[config.mk]
export PLATFORM = sky130hd
export DESIGN_NAME = fifo_prog
export DESIGN_NICKNAME = d
export VERILOG_FILES = /design/src/rtl/fifo_prog_pkg.sv /design/src/rtl/fifo_regfile.sv /design/src/rtl/fifo_prog.sv
export SDC_FILE = /design/constraint.sdc
export NUM_CORES = 1
export LEC_CHECK = 0
export BUFFER_PORTS_ARGS = -buffer_cell sky130_fd_sc_hd__buf_4
export CAP_MARGIN = 20
export CORE_MARGIN = 2
export CORE_UTILIZATION = 55
export CTS_BUF_LIST = sky130_fd_sc_hd__clkbuf_4 sky130_fd_sc_hd__clkbuf_8 sky130_fd_sc_hd__clkbuf_16
export CTS_CLUSTER_DIAMETER = 40
export CTS_CLUSTER_SIZE = 28
export DETAILED_ROUTE_END_ITERATION = 7
export GPL_TIMING_DRIVEN = 1
export PLACE_DENSITY_LB_ADDON = 0.2
export SYNTH_ARGS = -nofsm -noshare
export SYNTH_HDL_FRONTEND = slang
export SYNTH_HIERARCHICAL = 1
export SYNTH_SLANG_ARGS = --single-unit
[constraint.sdc]
create_clock -name clk -period 3.4 [get_ports clk]
set_input_delay 0.17 -clock clk [delete_from_list [all_inputs] [get_ports clk]]
set_output_delay 0.17 -clock clk [all_outputs]
set_load 0.01 [all_outputs]
[src/rtl/fifo_prog_pkg.sv]
// Shared helpers for the programmable-threshold FIFO.
// Elaboration-time parameter checks live here so every user applies the same rules.
package fifo_prog_pkg;

  function automatic bit is_pow2(input int value);
    return (value > 0) && ((value & (value - 1)) == 0);
  endfunction

endpackage

[src/rtl/fifo_regfile.sv]
// Register array behind fifo_prog: one write port, combinational read port.
// Every entry clears on reset so the head reads 0 straight out of reset.
module fifo_regfile #(
  parameter int DATA_WIDTH = 8,
  parameter int DEPTH      = 16,
  localparam int AW        = $clog2(DEPTH)
) (
  input  logic                  clk,
  input  logic                  rst,
  input  logic                  we,
  input  logic [AW-1:0]         waddr,
  input  logic [DATA_WIDTH-1:0] wdata,
  input  logic [AW-1:0]         raddr,
  output logic [DATA_WIDTH-1:0] rdata
);

  logic [DATA_WIDTH-1:0] mem [DEPTH];

  generate
    for (genvar gi = 0; gi < DEPTH; gi++) begin : g_entry
      always_ff @(posedge clk or posedge rst) begin
        if (rst) begin
          mem[gi] <= '0;
        end else if (we && (waddr == AW'(gi))) begin
          mem[gi] <= wdata;
        end
      end
    end
  endgenerate

  assign rdata = mem[raddr];

endmodule

[src/rtl/fifo_prog.sv]
// Show-ahead synchronous FIFO with programmable thresholds, flush and sticky error flags.
// Define FIFO_WATERMARK_EN to add the max_level peak-occupancy output.
module fifo_prog
  import fifo_prog_pkg::*;
#(
  parameter int DATA_WIDTH = 8,
  parameter int FIFO_DEPTH = 16,
  parameter int AF_THRESH  = FIFO_DEPTH - 1,
  parameter int AE_THRESH  = 1,
  localparam int FW        = $clog2(FIFO_DEPTH + 1),
  localparam int AW        = $clog2(FIFO_DEPTH)
) (
  input  logic                  clk,
  input  logic                  rst,
  input  logic                  write,
  input  logic [DATA_WIDTH-1:0] write_data,
  input  logic                  read,
  output logic [DATA_WIDTH-1:0] read_data,
  input  logic                  flush,
  input  logic                  err_clr,
  output logic [FW-1:0]         fill_level,
  output logic                  full,
  output logic                  empty,
  output logic                  almost_full,
  output logic                  almost_empty,
  output logic                  overflow,
  output logic                  underflow
`ifdef FIFO_WATERMARK_EN
  ,
  output logic [FW-1:0]         max_level
`endif
);

  localparam bit CFG_OK = is_pow2(FIFO_DEPTH) && (FIFO_DEPTH >= 2) && (DATA_WIDTH >= 1)
                          && (AF_THRESH >= 1) && (AF_THRESH <= FIFO_DEPTH)
                          && (AE_THRESH >= 0) && (AE_THRESH <= FIFO_DEPTH - 1);

  always_ff @(posedge clk) begin
    assert (CFG_OK) else $error("fifo_prog: illegal depth or threshold parameters");
  end

  logic [AW-1:0] wr_ptr;
  logic [AW-1:0] rd_ptr;
  logic [AW-1:0] wr_ptr_next;
  logic [AW-1:0] rd_ptr_next;
  logic [FW-1:0] fill_next;
  logic          wr_cmd;
  logic          rd_cmd;
  logic          ov_set;
  logic          uf_set;

  assign full         = (fill_level == FW'(FIFO_DEPTH));
  assign empty        = (fill_level == '0);
  assign almost_full  = (fill_level >= FW'(AF_THRESH));
  assign almost_empty = (fill_level <= FW'(AE_THRESH));

  // Flush masks both commands, so it also suppresses the error flags.
  assign wr_cmd = write & ~full  & ~flush;
  assign rd_cmd = read  & ~empty & ~flush;
  assign ov_set = write & full  & ~flush;
  assign uf_set = read  & empty & ~flush;

  always_comb begin
    wr_ptr_next = wr_ptr;
    rd_ptr_next = rd_ptr;
    fill_next   = fill_level;
    if (flush) begin
      wr_ptr_next = '0;
      rd_ptr_next = '0;
      fill_next   = '0;
    end else begin
      if (wr_cmd) wr_ptr_next = wr_ptr + AW'(1);
      if (rd_cmd) rd_ptr_next = rd_ptr + AW'(1);
      fill_next = fill_level + FW'(wr_cmd) - FW'(rd_cmd);
    end
  end

  always_ff @(posedge clk or posedge rst) begin
    if (rst) begin
      wr_ptr     <= '0;
      rd_ptr     <= '0;
      fill_level <= '0;
      overflow   <= 1'b0;
      underflow  <= 1'b0;
    end else begin
      wr_ptr     <= wr_ptr_next;
      rd_ptr     <= rd_ptr_next;
      fill_level <= fill_next;
      // A new error in the same cycle as err_clr keeps the flag set.
      if (ov_set)       overflow <= 1'b1;
      else if (err_clr) overflow <= 1'b0;
      if (uf_set)       underflow <= 1'b1;
      else if (err_clr) underflow <= 1'b0;
    end
  end

`ifdef FIFO_WATERMARK_EN
  always_ff @(posedge clk or posedge rst) begin
    if (rst) begin
      max_level <= '0;
    end else if (fill_next > max_level) begin
      max_level <= fill_next;
    end else if (err_clr) begin
      max_level <= '0;
    end
  end
`endif

  fifo_regfile #(
    .DATA_WIDTH (DATA_WIDTH),
    .DEPTH      (FIFO_DEPTH)
  ) u_regfile (
    .clk   (clk),
    .rst   (rst),
    .we    (wr_cmd),
    .waddr (wr_ptr),
    .wdata (write_data),
    .raddr (rd_ptr),
    .rdata (read_data)
  );

endmodule

==> run summary, run 1 <==
Worst slew pin tran - 0.8503 ns
CTS tree - built
CP Buf/Inv Count - 1
Worst Path Arrival - 3.35 ns
Die area - 0.01355 mm²
Die W - 116.4 µm
Cell row count - 41
Synthesized flop and latch total - 143
Worst setup EP type - register
PwrDens - 704.8 mW/mm²
Synth Instances - 467
Num Clock Sinks - 143
Drt drc - 0
Core area - 0.01247 mm²
Pre-Repair DR Iteration Count - 6
Post-synth top cells - dfrtp_1 (143), mux2_2 (107), mux4_2 (32)
Port Buf Inserts - 32
Setup ws final - 0.3610 ns
Post-CTS Setup Repair Bufs - 0
Fmax - 0.3291 GHz
Cells along the critical path - inv_1 > ha_1 > and4bb_4 > nor2b_2 > nor2b_1 > nand3_1 > nor2_2 > mux2_2
Final Max Tran Viols - 0
GPL Wtd Cong - 0.7954
Synth area leader - dfrtp_1
Hpwl dp - 9824 µm
CTS buffer count - 17
Initial antenna violation count - 0
Worst VDD drop - 0.4835 mV
I/O pin total - 33
Leak - 3.846 nW
Starting Density - 55.77%
Required time worst endpoint - 3.71 ns
Layout cells sized above 1 - 47.96%
Count leader, synth - dfrtp_1
CP startpoint kind - register
Syn. warnings - 6
Later-pin clock latency in the skew report - 0.43 ns
Worst Skew - 0.01210 ns
Final min period - 3.039 ns
Vias - 4012
Worst path top cell family by delay - simple AND/OR/NAND/NOR gates
First-pass GRT wire length - 24230 µm
Htree depth - 4
Setup violators final - 0
Total Routing Usage GR - 24.65%
Clock Pin Slew Worst Setup and Hold Paths - 0.06 ns
Design Area, Final - 0.008033 mm²
Kind of critical path - reg2reg
Area after DPL - 0.007355 mm²
DRT antenna net count - 0
Ant diodes - 0
Final WL - 14860 µm
Worst stage delay on the critical path - 0.54 ns
Worst path slowest cell - nor2_2
Nets - 532
Yosys top cell area share - 51.48%
Crit-path max FO - 8
Via/cell ratio - 5.840
Routed wire per std cell - 21.63 µm
Vias in the first global route - 4302
Die Y-Extent - 116.4 µm
Syn_area_per_cell - 14.89 µm²
Longest Clk Path Bufs - 2
Max cap viols - 0
Status - finished, final reports clean
Largest cells by area after synthesis - dfrtp_1 (51%), mux2_2 (17%), mux4_2 (10%)
Pre-CTS WS - 0.3505 ns
Net count after synthesis - 496
Final worst path period share - 89.38%
Final Hold Viols - 0
Clk root buf - clkbuf_16
Dominant synthesized flop cell - dfrtp_1
Area of the mapped netlist - 0.006952 mm²
DRT iter0 DRCs - 232
Seq/Total Area, Yosys - 51.48%
RSZ-0062 raised after global routing - no
Worst hold path type - in2reg
Asr flop ratio synth - 100.0%
Slew margin rel. - 43.20%
Overflow after GRT - 0
Distinct cells, synth - 40
Number of synthesized flops with an enable pin - 0
Synth-to-layout area growth - 15.55%
Largest net degree at the start of global routing - 55
Fin Setup TNS - 0 ns
==> worst register-to-register path, stage by stage, from the launching register on <==
cell      delay, ns
dfrtp_1        0.41
inv_1          0.11
ha_1           0.24
and4bb_4       0.24
nor2b_2        0.20
nor2b_1        0.45
nand3_1        0.32
nor2_2         0.54
mux2_2         0.41
==> cells in the final DEF, fill, tap and decap left out, drive strengths merged, types with 2 or more instances in the layout <==
cell type,n
clkbuf,21
o21ai,7
mux4,32
nor2,16
a22oi,17
mux2,131
a21oi,7
dfrtp,143
or3,6
buf,42
nand2,13
ha,14
bufinv,5
dlygate4sd3,2
mux2i,2
inv,11
nor2b,12
nand4,2
clkinv,3
nand3b,4
nand2b,10
clkinvlp,3
==> registers in the layout, summed over array words and instances (netlist names) <==
signal         count
fill_level         5
overflow           1
rd_ptr             4
u_regfile/mem    128
underflow          1
wr_ptr             4
==> routing by layer <==
metal | GRT usage, % | part of all wire (%)
met5 | 0 | 0
met4 | 8.571 | 1.8
met3 | 6.902 | 3.4
met2 | 37.79 | 49
met1 | 34.23 | 46
==> final timing paths <==
kind | startpoint | to | slack (ns) | cells after the start
max reg2reg | fill_level[2] | u_regfile/mem[16] | 0.36 | 8
min in group asynchronous | rst | fill_level[1] | 0.40 | 3
max in group asynchronous | rst | u_regfile/mem[59] | 1.97 | 4
max | fill_level[2] | u_regfile/mem[16] | 0.36 | 8
min reg2reg | u_regfile/mem[101] | u_regfile/mem[101] | 0.48 | 1
min | read | underflow | 0.04 | 3
==> logic make-up (layout without fill, tap and decap cells) <==
logic type	Yosys count	in the layout	share of synthesized area [%]
xor gates and xnor gates	1	1	0.1260
AOI/OAI and AO/OA	34	34	3.204
buffers and inverters	39	87	2.916
muxes	165	165	32.74
DFF	143	143	51.48
adders and majority gates	15	15	2.808
and+or+nand+nor	70	70	6.731
==> metrics by stage <==
stage / power, mW / std cells / hold WS, ns / utilization (%)
6_report: 5.662 / 687 / 0.03549 / 64.44
5_1_grt: 5.941 / 687 / 0.04834 / 64.44
4_1_cts: 5.716 / 687 / 0.01687 / 64.44
3_5_place_dp: 3.633 / 654 / 0.3154 / 59.00
3_3_place_gp: 3.574 / 654 / 0.3021 / 59.00
2_1_floorplan: 3.135 / 467 / 0.07148 / -
==> power by group <==
part,internal [mW],switching [mW]
Sequential,1.95,0.211
Combinational,0.786,0.653
Clock,1.36,0.703
Total,4.09,1.57
==> cell type report <==
type                       count  area [µm²]
clock buffer                  21       474.2
clock inverter                10       183.9
fill                         915        4433
inverter                      12       48.80
multi-input combinational    285        3171
sequential                   143        3580
tap                          172       215.2
timing repair buffer          44       360.3
==> what timing repair did <==
action | in CTS | in global routing
hold buffers | 2 | 0
setup endpoints to repair | 0 | 0
resized for setup | 0 | 0
hold endpoints to repair | 54 | 0
Note: power is estimated with default switching activity, not from simulation.
==> run 2, diff against run 1 <==
--- a/config.mk
+++ b/config.mk
@@ -5,14 +5,14 @@
 export SDC_FILE = /design/constraint.sdc
 export NUM_CORES = 1
 export LEC_CHECK = 0
-export BUFFER_PORTS_ARGS = -buffer_cell sky130_fd_sc_hd__buf_4
 export CAP_MARGIN = 20
 export CORE_MARGIN = 2
-export CORE_UTILIZATION = 55
+export CORE_UTILIZATION = 30
 export CTS_BUF_LIST = sky130_fd_sc_hd__clkbuf_4 sky130_fd_sc_hd__clkbuf_8 sky130_fd_sc_hd__clkbuf_16
 export CTS_CLUSTER_DIAMETER = 40
 export CTS_CLUSTER_SIZE = 28
 export DETAILED_ROUTE_END_ITERATION = 7
+export DONT_BUFFER_PORTS = 1
 export GPL_TIMING_DRIVEN = 1
 export PLACE_DENSITY_LB_ADDON = 0.2
 export SYNTH_ARGS = -nofsm -noshare
==> run summary, run 2 (synthesis gave the netlist of run 1 again) <==
Via/cell ratio - 4.966 (was 5.840)
Kind of critical path - reg2reg (unchanged)
Final min period - 2.944 ns (was 3.039 ns)
Htree depth - 4 (unchanged)
Nets - 520 (was 532)
Area of the multi-input gates - 0.003171 mm² (unchanged)
Hold_sp - flush (was read)
Final hold slack - 0.01744 ns (was 0.03549 ns)
CP startpoint kind - register (unchanged)
Commonest non-fill, non-tap cell in the layout - dfrtp_1 (unchanged)
Largest net degree at the start of global routing - 89 (was 55)
CTS buffer count - 17 (unchanged)
GPL Wtd Cong - 0.7594 (was 0.7954)
Setup violators final - 0 (unchanged)
Final Hold Viols - 0 (unchanged)
Longest Clk Path Bufs - 2 (unchanged)
Clk root buf - clkbuf_16 (unchanged)
Final worst path period share - 86.59% (was 89.38%)
PwrDens - 655.8 mW/mm² (was 704.8 mW/mm²)
Worst Skew - 0.01023 ns (was 0.01210 ns)
Ant diodes - 0 (unchanged)
Worst slew pin tran - 1.029 ns (was 0.8503 ns)
Cell row count - 55 (was 41)
Slew margin rel. - 31.26% (was 43.20%)
Vias in the first global route - 4262 (was 4302)
Worst Path Arrival - 3.22 ns (was 3.35 ns)
Clock Pin Slew Worst Setup and Hold Paths - 0.06 ns (about the same)
FF/Latch Area - 0.003580 mm² (unchanged)
Hpwl dp - 10430 µm (was 9824 µm)
Fmax - 0.3397 GHz (was 0.3291 GHz)
R2r startpoint - fill_level[2] (unchanged)
Worst hold path type - in2reg (unchanged)
Worst setup EP type - register (unchanged)
Crit-path max FO - 7 (was 8)
Die W - 156.2 µm (was 116.4 µm)
Overflow after GRT - 0 (unchanged)
First-pass GRT wire length - 26010 µm (was 24230 µm)
Num Clock Sinks - 143 (unchanged)
Fin util - 35.43% (was 64.44%)
DRT antenna net count - 0 (unchanged)
Leak - 3.746 nW (was 3.846 nW)
Max cap viols - 0 (unchanged)
CP startpoint - fill_level[2] (unchanged)
CTS tree - built (unchanged)
DRT iter0 DRCs - 178 (was 232)
RSZ-0062 raised after global routing - no (unchanged)
Pre-Repair DR Iteration Count - 4 (was 6)
Die Y-Extent - 156.2 µm (was 116.4 µm)
Status - finished, final reports clean (unchanged)
Required time worst endpoint - 3.68 ns (was 3.71 ns)
Synth-to-layout area growth - 15.73% (was 15.55%)
Core area - 0.02271 mm² (was 0.01247 mm²)
Die area - 0.02441 mm² (was 0.01355 mm²)
I/O pin total - 33 (unchanged)
Fin Setup TNS - 0 ns (unchanged)
Total Routing Usage GR - 14.51% (was 24.65%)
Register with the most flip-flops - u_regfile/mem (unchanged)
Vias - 3913 (was 4012)
Final WL - 16430 µm (was 14860 µm)
Later-pin clock latency in the skew report - 0.42 ns (was 0.43 ns)
Initial antenna violation count - 0 (unchanged)
Most frequent cells in the layout - dfrtp_1 (142), mux2_2 (107), mux4_2 (32) (was dfrtp_1 (142), mux2_2 (107), buf_4 (40), mux4_2 (32))
Routed wire per std cell - 20.85 µm (was 21.63 µm)
Layout cells sized above 1 - 44.53% (was 47.96%)
Biggest regs - u_regfile/mem x128, fill_level x5 (unchanged)
Worst VDD drop - 0.3265 mV (was 0.4835 mV)
Drt drc - 0 (unchanged)
Port Buf Inserts - 0 (was 32)
Starting Density - 30.61% (was 55.77%)
Final Max Tran Viols - 0 (unchanged)
Max reg flops - 128 (unchanged)
Fillers - 2186 (was 915)
-- run 2: cell count changes in the layout (fill, tap and decap cells not counted), sizes merged --
cell / previous run / this run
clkinvlp: 3 / 4
bufinv: 5 / 2
buf: 42 / 19
dlygate4sd3: 2 / 13
clkinv: 3 / 5
-- run 2: critical path, stage by stage, from the launching register on --
cell and delay [ns]:
dfrtp_1 0.47, inv_1 0.14, ha_1 0.26, and4bb_4 0.26
nor2b_2 0.19, nand2b_1 0.09, ha_1 0.29, inv_1 0.06
ha_1 0.15, inv_1 0.05, fa_1 0.39, nor3_1 0.25
or4_1 0.14, a21oi_1 0.06
-- run 2: worst paths after layout --
kind,depth (start not counted),slack (ns),end
max,13,0.46,fill_level[4]
max reg2reg,13,0.46,fill_level[4]
min in group asynchronous,2,0.33,overflow
min,2,0.02,fill_level[3]
min reg2reg,1,0.48,u_regfile/mem[103]
max in group asynchronous,3,2.03,u_regfile/mem[21]
-- run 2: where the power goes --
part           switching [mW]  internal [mW]  leakage, nW
registers               0.196           1.95         1.94
logic                   0.634          0.644         1.52
clock network           0.706           1.15        0.287
total                    1.54           3.74         3.75
-- run 2: metrics by stage --
stage                     cell area, µm²  power (mW)  instances  setup slack, ns
after floorplan                     6955       3.135        467           0.5775
after global placement              7323       3.428        744           0.5105
after detailed placement            7323       3.457        744           0.4496
after CTS                           8045       5.361        788           0.4152
after global routing                8045       5.576        788           0.2175
final                               8045       5.276        788           0.4560
-- run 2: layer usage --
metal  vias up  wire length (µm)  track usage [%]
met3        18               572            2.825
met4         0               254            4.893
met5         -                 0                0
met1      2066              7644            19.78
li1       1764                 -                -
met2        65              7961            23.30
-- run 2: layout make-up --
cell class	count	area share, %
repair buffers	32	3.701
multi-input cells	285	39.41
clock buffers	21	5.972
clock inverters	10	1.384
well taps	285	4.432
inverters	12	0.6065
flip-flops and latches	143	44.49
-- run 2: repair_timing --
action,CTS,global route
hold buffers,13,0
resized for setup,0,0
endpoints found under the hold margin,197,0
endpoints found under the setup margin,0,0
setup buffers,0,0
==> run 3, diff against run 2 <==
--- a/config.mk
+++ b/config.mk
@@ -7,7 +7,7 @@
 export LEC_CHECK = 0
 export CAP_MARGIN = 20
 export CORE_MARGIN = 2
-export CORE_UTILIZATION = 30
+export CORE_UTILIZATION = 46
 export CTS_BUF_LIST = sky130_fd_sc_hd__clkbuf_4 sky130_fd_sc_hd__clkbuf_8 sky130_fd_sc_hd__clkbuf_16
 export CTS_CLUSTER_DIAMETER = 40
 export CTS_CLUSTER_SIZE = 28
@@ -15,6 +15,7 @@
 export DONT_BUFFER_PORTS = 1
 export GPL_TIMING_DRIVEN = 1
 export PLACE_DENSITY_LB_ADDON = 0.2
+export SLEW_MARGIN = 30
 export SYNTH_ARGS = -nofsm -noshare
 export SYNTH_HDL_FRONTEND = slang
 export SYNTH_HIERARCHICAL = 1
==> constraint.sdc (replaced) <==
create_clock -name clk -period 2.9 [get_ports clk]
set_input_delay 0.145 -clock clk [delete_from_list [all_inputs] [get_ports clk]]
set_output_delay 0.145 -clock clk [all_outputs]
set_load 0.01 [all_outputs]
==> run summary, run 3 (synthesis gave the netlist of run 1 again) <==
Max reg flops - 128 (unchanged)
R2r setup slk - 0.12 ns (was 0.46 ns)
Biggest regs - u_regfile/mem x128, fill_level x5 (unchanged)
Post-CTS Setup Repair Bufs - 0 (unchanged)
Htree depth - 4 (unchanged)
Hold_sp - write (was flush)
Vias in the first global route - 4346 (was 4262)
Clock Pin Slew Worst Setup and Hold Paths - 0.05 ns (was 0.06 ns)
Final WL - 15410 µm (was 16430 µm)
Cell row count - 44 (was 55)
FF-to-FF path depth - 13 (unchanged)
Register with the most flip-flops - u_regfile/mem (unchanged)
Max cap viols - 0 (unchanged)
Crit-path max FO - 4 (was 7)
Hold path depth - 2 (unchanged)
Slew margin rel. - 42.79% (was 31.26%)
PwrDens - 757.5 mW/mm² (was 655.8 mW/mm²)
Num Clock Sinks - 143 (unchanged)
First-pass GRT wire length - 25010 µm (was 26010 µm)
Most frequent cells in the layout - dfrtp_1 (142), mux2_2 (107), mux4_2 (32), buf_4 (22) (was dfrtp_1 (142), mux2_2 (107), mux4_2 (32))
Initial antenna violation count - 1 (was 0)
Overflow after GRT - 0 (unchanged)
Port Buf Inserts - 0 (unchanged)
Status - finished, final reports clean (unchanged)
GPL Wtd Cong - 0.7830 (was 0.7594)
Layout cells sized above 1 - 44.95% (was 44.53%)
Die W - 126.9 µm (was 156.2 µm)
Setup violators final - 0 (unchanged)
Pre-Repair DR Iteration Count - 4 (unchanged)
Via/cell ratio - 5.874 (was 4.966)
I/O pin total - 33 (unchanged)
R2r startpoint - fill_level[2] (unchanged)
Total Routing Usage GR - 20.67% (was 14.51%)
RSZ-0062 raised after global routing - no (unchanged)
Fin util - 54.12% (was 35.43%)
CTS tree - built (unchanged)
CTS buffer count - 17 (unchanged)
Worst Skew - 0.005008 ns (was 0.01023 ns)
Largest net degree at the start of global routing - 60 (was 89)
Worst Path Arrival - 3.11 ns (was 3.22 ns)
Clk root buf - clkbuf_16 (unchanged)
Fmax - 0.3599 GHz (was 0.3397 GHz)
Worst slew pin tran - 0.8564 ns (was 1.029 ns)
Later-pin clock latency in the skew report - 0.42 ns (about the same)
Longest Clk Path Bufs - 2 (unchanged)
CP startpoint kind - register (unchanged)
Worst VDD drop - 0.4404 mV (was 0.3265 mV)
Pwr Total - 6.003 mW (was 5.276 mW)
Final worst path period share - 95.82% (was 86.59%)
Commonest non-fill, non-tap cell in the layout - dfrtp_1 (unchanged)
Core area - 0.01464 mm² (was 0.02271 mm²)
Fin Setup TNS - 0 ns (unchanged)
Starting Density - 47.47% (was 30.61%)
Nets - 527 (was 520)
Final Hold Viols - 0 (unchanged)
Final min period - 2.779 ns (was 2.944 ns)
Hpwl dp - 10050 µm (was 10430 µm)
Final Max Tran Viols - 0 (unchanged)
Worst hold path type - in2reg (unchanged)
Vias - 4053 (was 3913)
Drt drc - 0 (unchanged)
DRT iter0 DRCs - 255 (was 178)
RR Endpoint - fill_level[4] (unchanged)
Synth-to-layout area growth - 14.00% (was 15.73%)
Routed wire per std cell - 22.33 µm (was 20.85 µm)
Die Y-Extent - 126.9 µm (was 156.2 µm)
Worst setup EP type - register (unchanged)
Required time worst endpoint - 3.23 ns (was 3.68 ns)
Kind of critical path - reg2reg (unchanged)
Worst Hold Endpoint - wr_ptr[1] (was fill_level[3])
DRT antenna net count - 0 (unchanged)
Leak - 3.769 nW (was 3.746 nW)
Die area - 0.01611 mm² (was 0.02441 mm²)
run 3: cell count changes in the layout (fill, tap and decap cells not counted), sizes merged:
cell,change
clkbuf,+3
clkinv,-3
diode,+1
buf,+6
dlygate4sd3,+1
bufinv,-2
clkinvlp,-3
run 3: final cells by class:
| cell class | count | area [µm²] |
|---|---|---|
| clock inverters | 2 | 10.01 |
| diodes | 1 | 2.502 |
| repair buffers | 39 | 372.9 |
| clock buffers | 24 | 503.0 |
| inverters | 12 | 48.80 |
| multi-input cells | 285 | 3178 |
| fillers | 1185 | 6719 |
| well taps | 184 | 230.2 |
| flip-flops and latches | 143 | 3580 |
run 3: metal layers:
layer / vias to the layer above / share of wire (%) / GRT usage [%]
li1: 1757 / - / -
met1: 2192 / 46 / 28.25
met2: 85 / 49 / 33.30
met3: 19 / 4.2 / 4.808
met4: 0 / 1.2 / 6.141
met5: - / 0 / 0
run 3: per-stage QoR:
step | cell area (µm²) | cells | hold WS [ns] | setup slack (ns)
2_1_floorplan | 6955 | 467 | 0.04648 | 0.07755
3_3_place_gp | 7234 | 648 | 0.1317 | 0.2744
3_5_place_dp | 7234 | 648 | 0.1513 | 0.1155
4_1_cts | 7888 | 688 | 0.03793 | 0.09080
5_1_grt | 7925 | 690 | 0.04775 | 0.001093
6_report | 7925 | 690 | 0.04555 | 0.1212
run 3: worst max-delay path, cell delays in order (launching register included):
cell and delay, ns:
dfrtp_1 0.38, inv_1 0.13, ha_1 0.21, nor4b_4 0.26
nor2b_2 0.10, nor2b_1 0.14, ha_1 0.26, inv_1 0.04
ha_1 0.18, inv_1 0.08, fa_2 0.23, nor3_2 0.06
or4_1 0.47, a21oi_1 0.17
run 3: how the worst max path moves through the flow:
stage | start | slack (ns) | endpoint | cells past startpoint
floorplan | fill_level[2] | 0.08 | fill_level[4] | 13
global placement | fill_level[2] | 0.27 | fill_level[4] | 13
detailed placement | fill_level[2] | 0.12 | fill_level[4] | 13
CTS | fill_level[2] | 0.09 | fill_level[4] | 13
global route | fill_level[2] | 0.001 | fill_level[4] | 13
finish | fill_level[2] | 0.12 | fill_level[4] | 13
run 3: what timing repair did:
item                       in CTS  in global routing
hold endpoints to repair      198                  0
setup endpoints to repair       0                  1
hold buffers                   14                  0
resized for setup               0                  2
run 3: power breakdown:
| part | switching, mW | total (mW) | internal [mW] |
|---|---|---|---|
| clock | 0.754 | 1.93 | 1.18 |
| combinational | 0.728 | 1.52 | 0.793 |
| sequential | 0.266 | 2.55 | 2.28 |
| total | 1.75 | 6.00 | 4.25 |
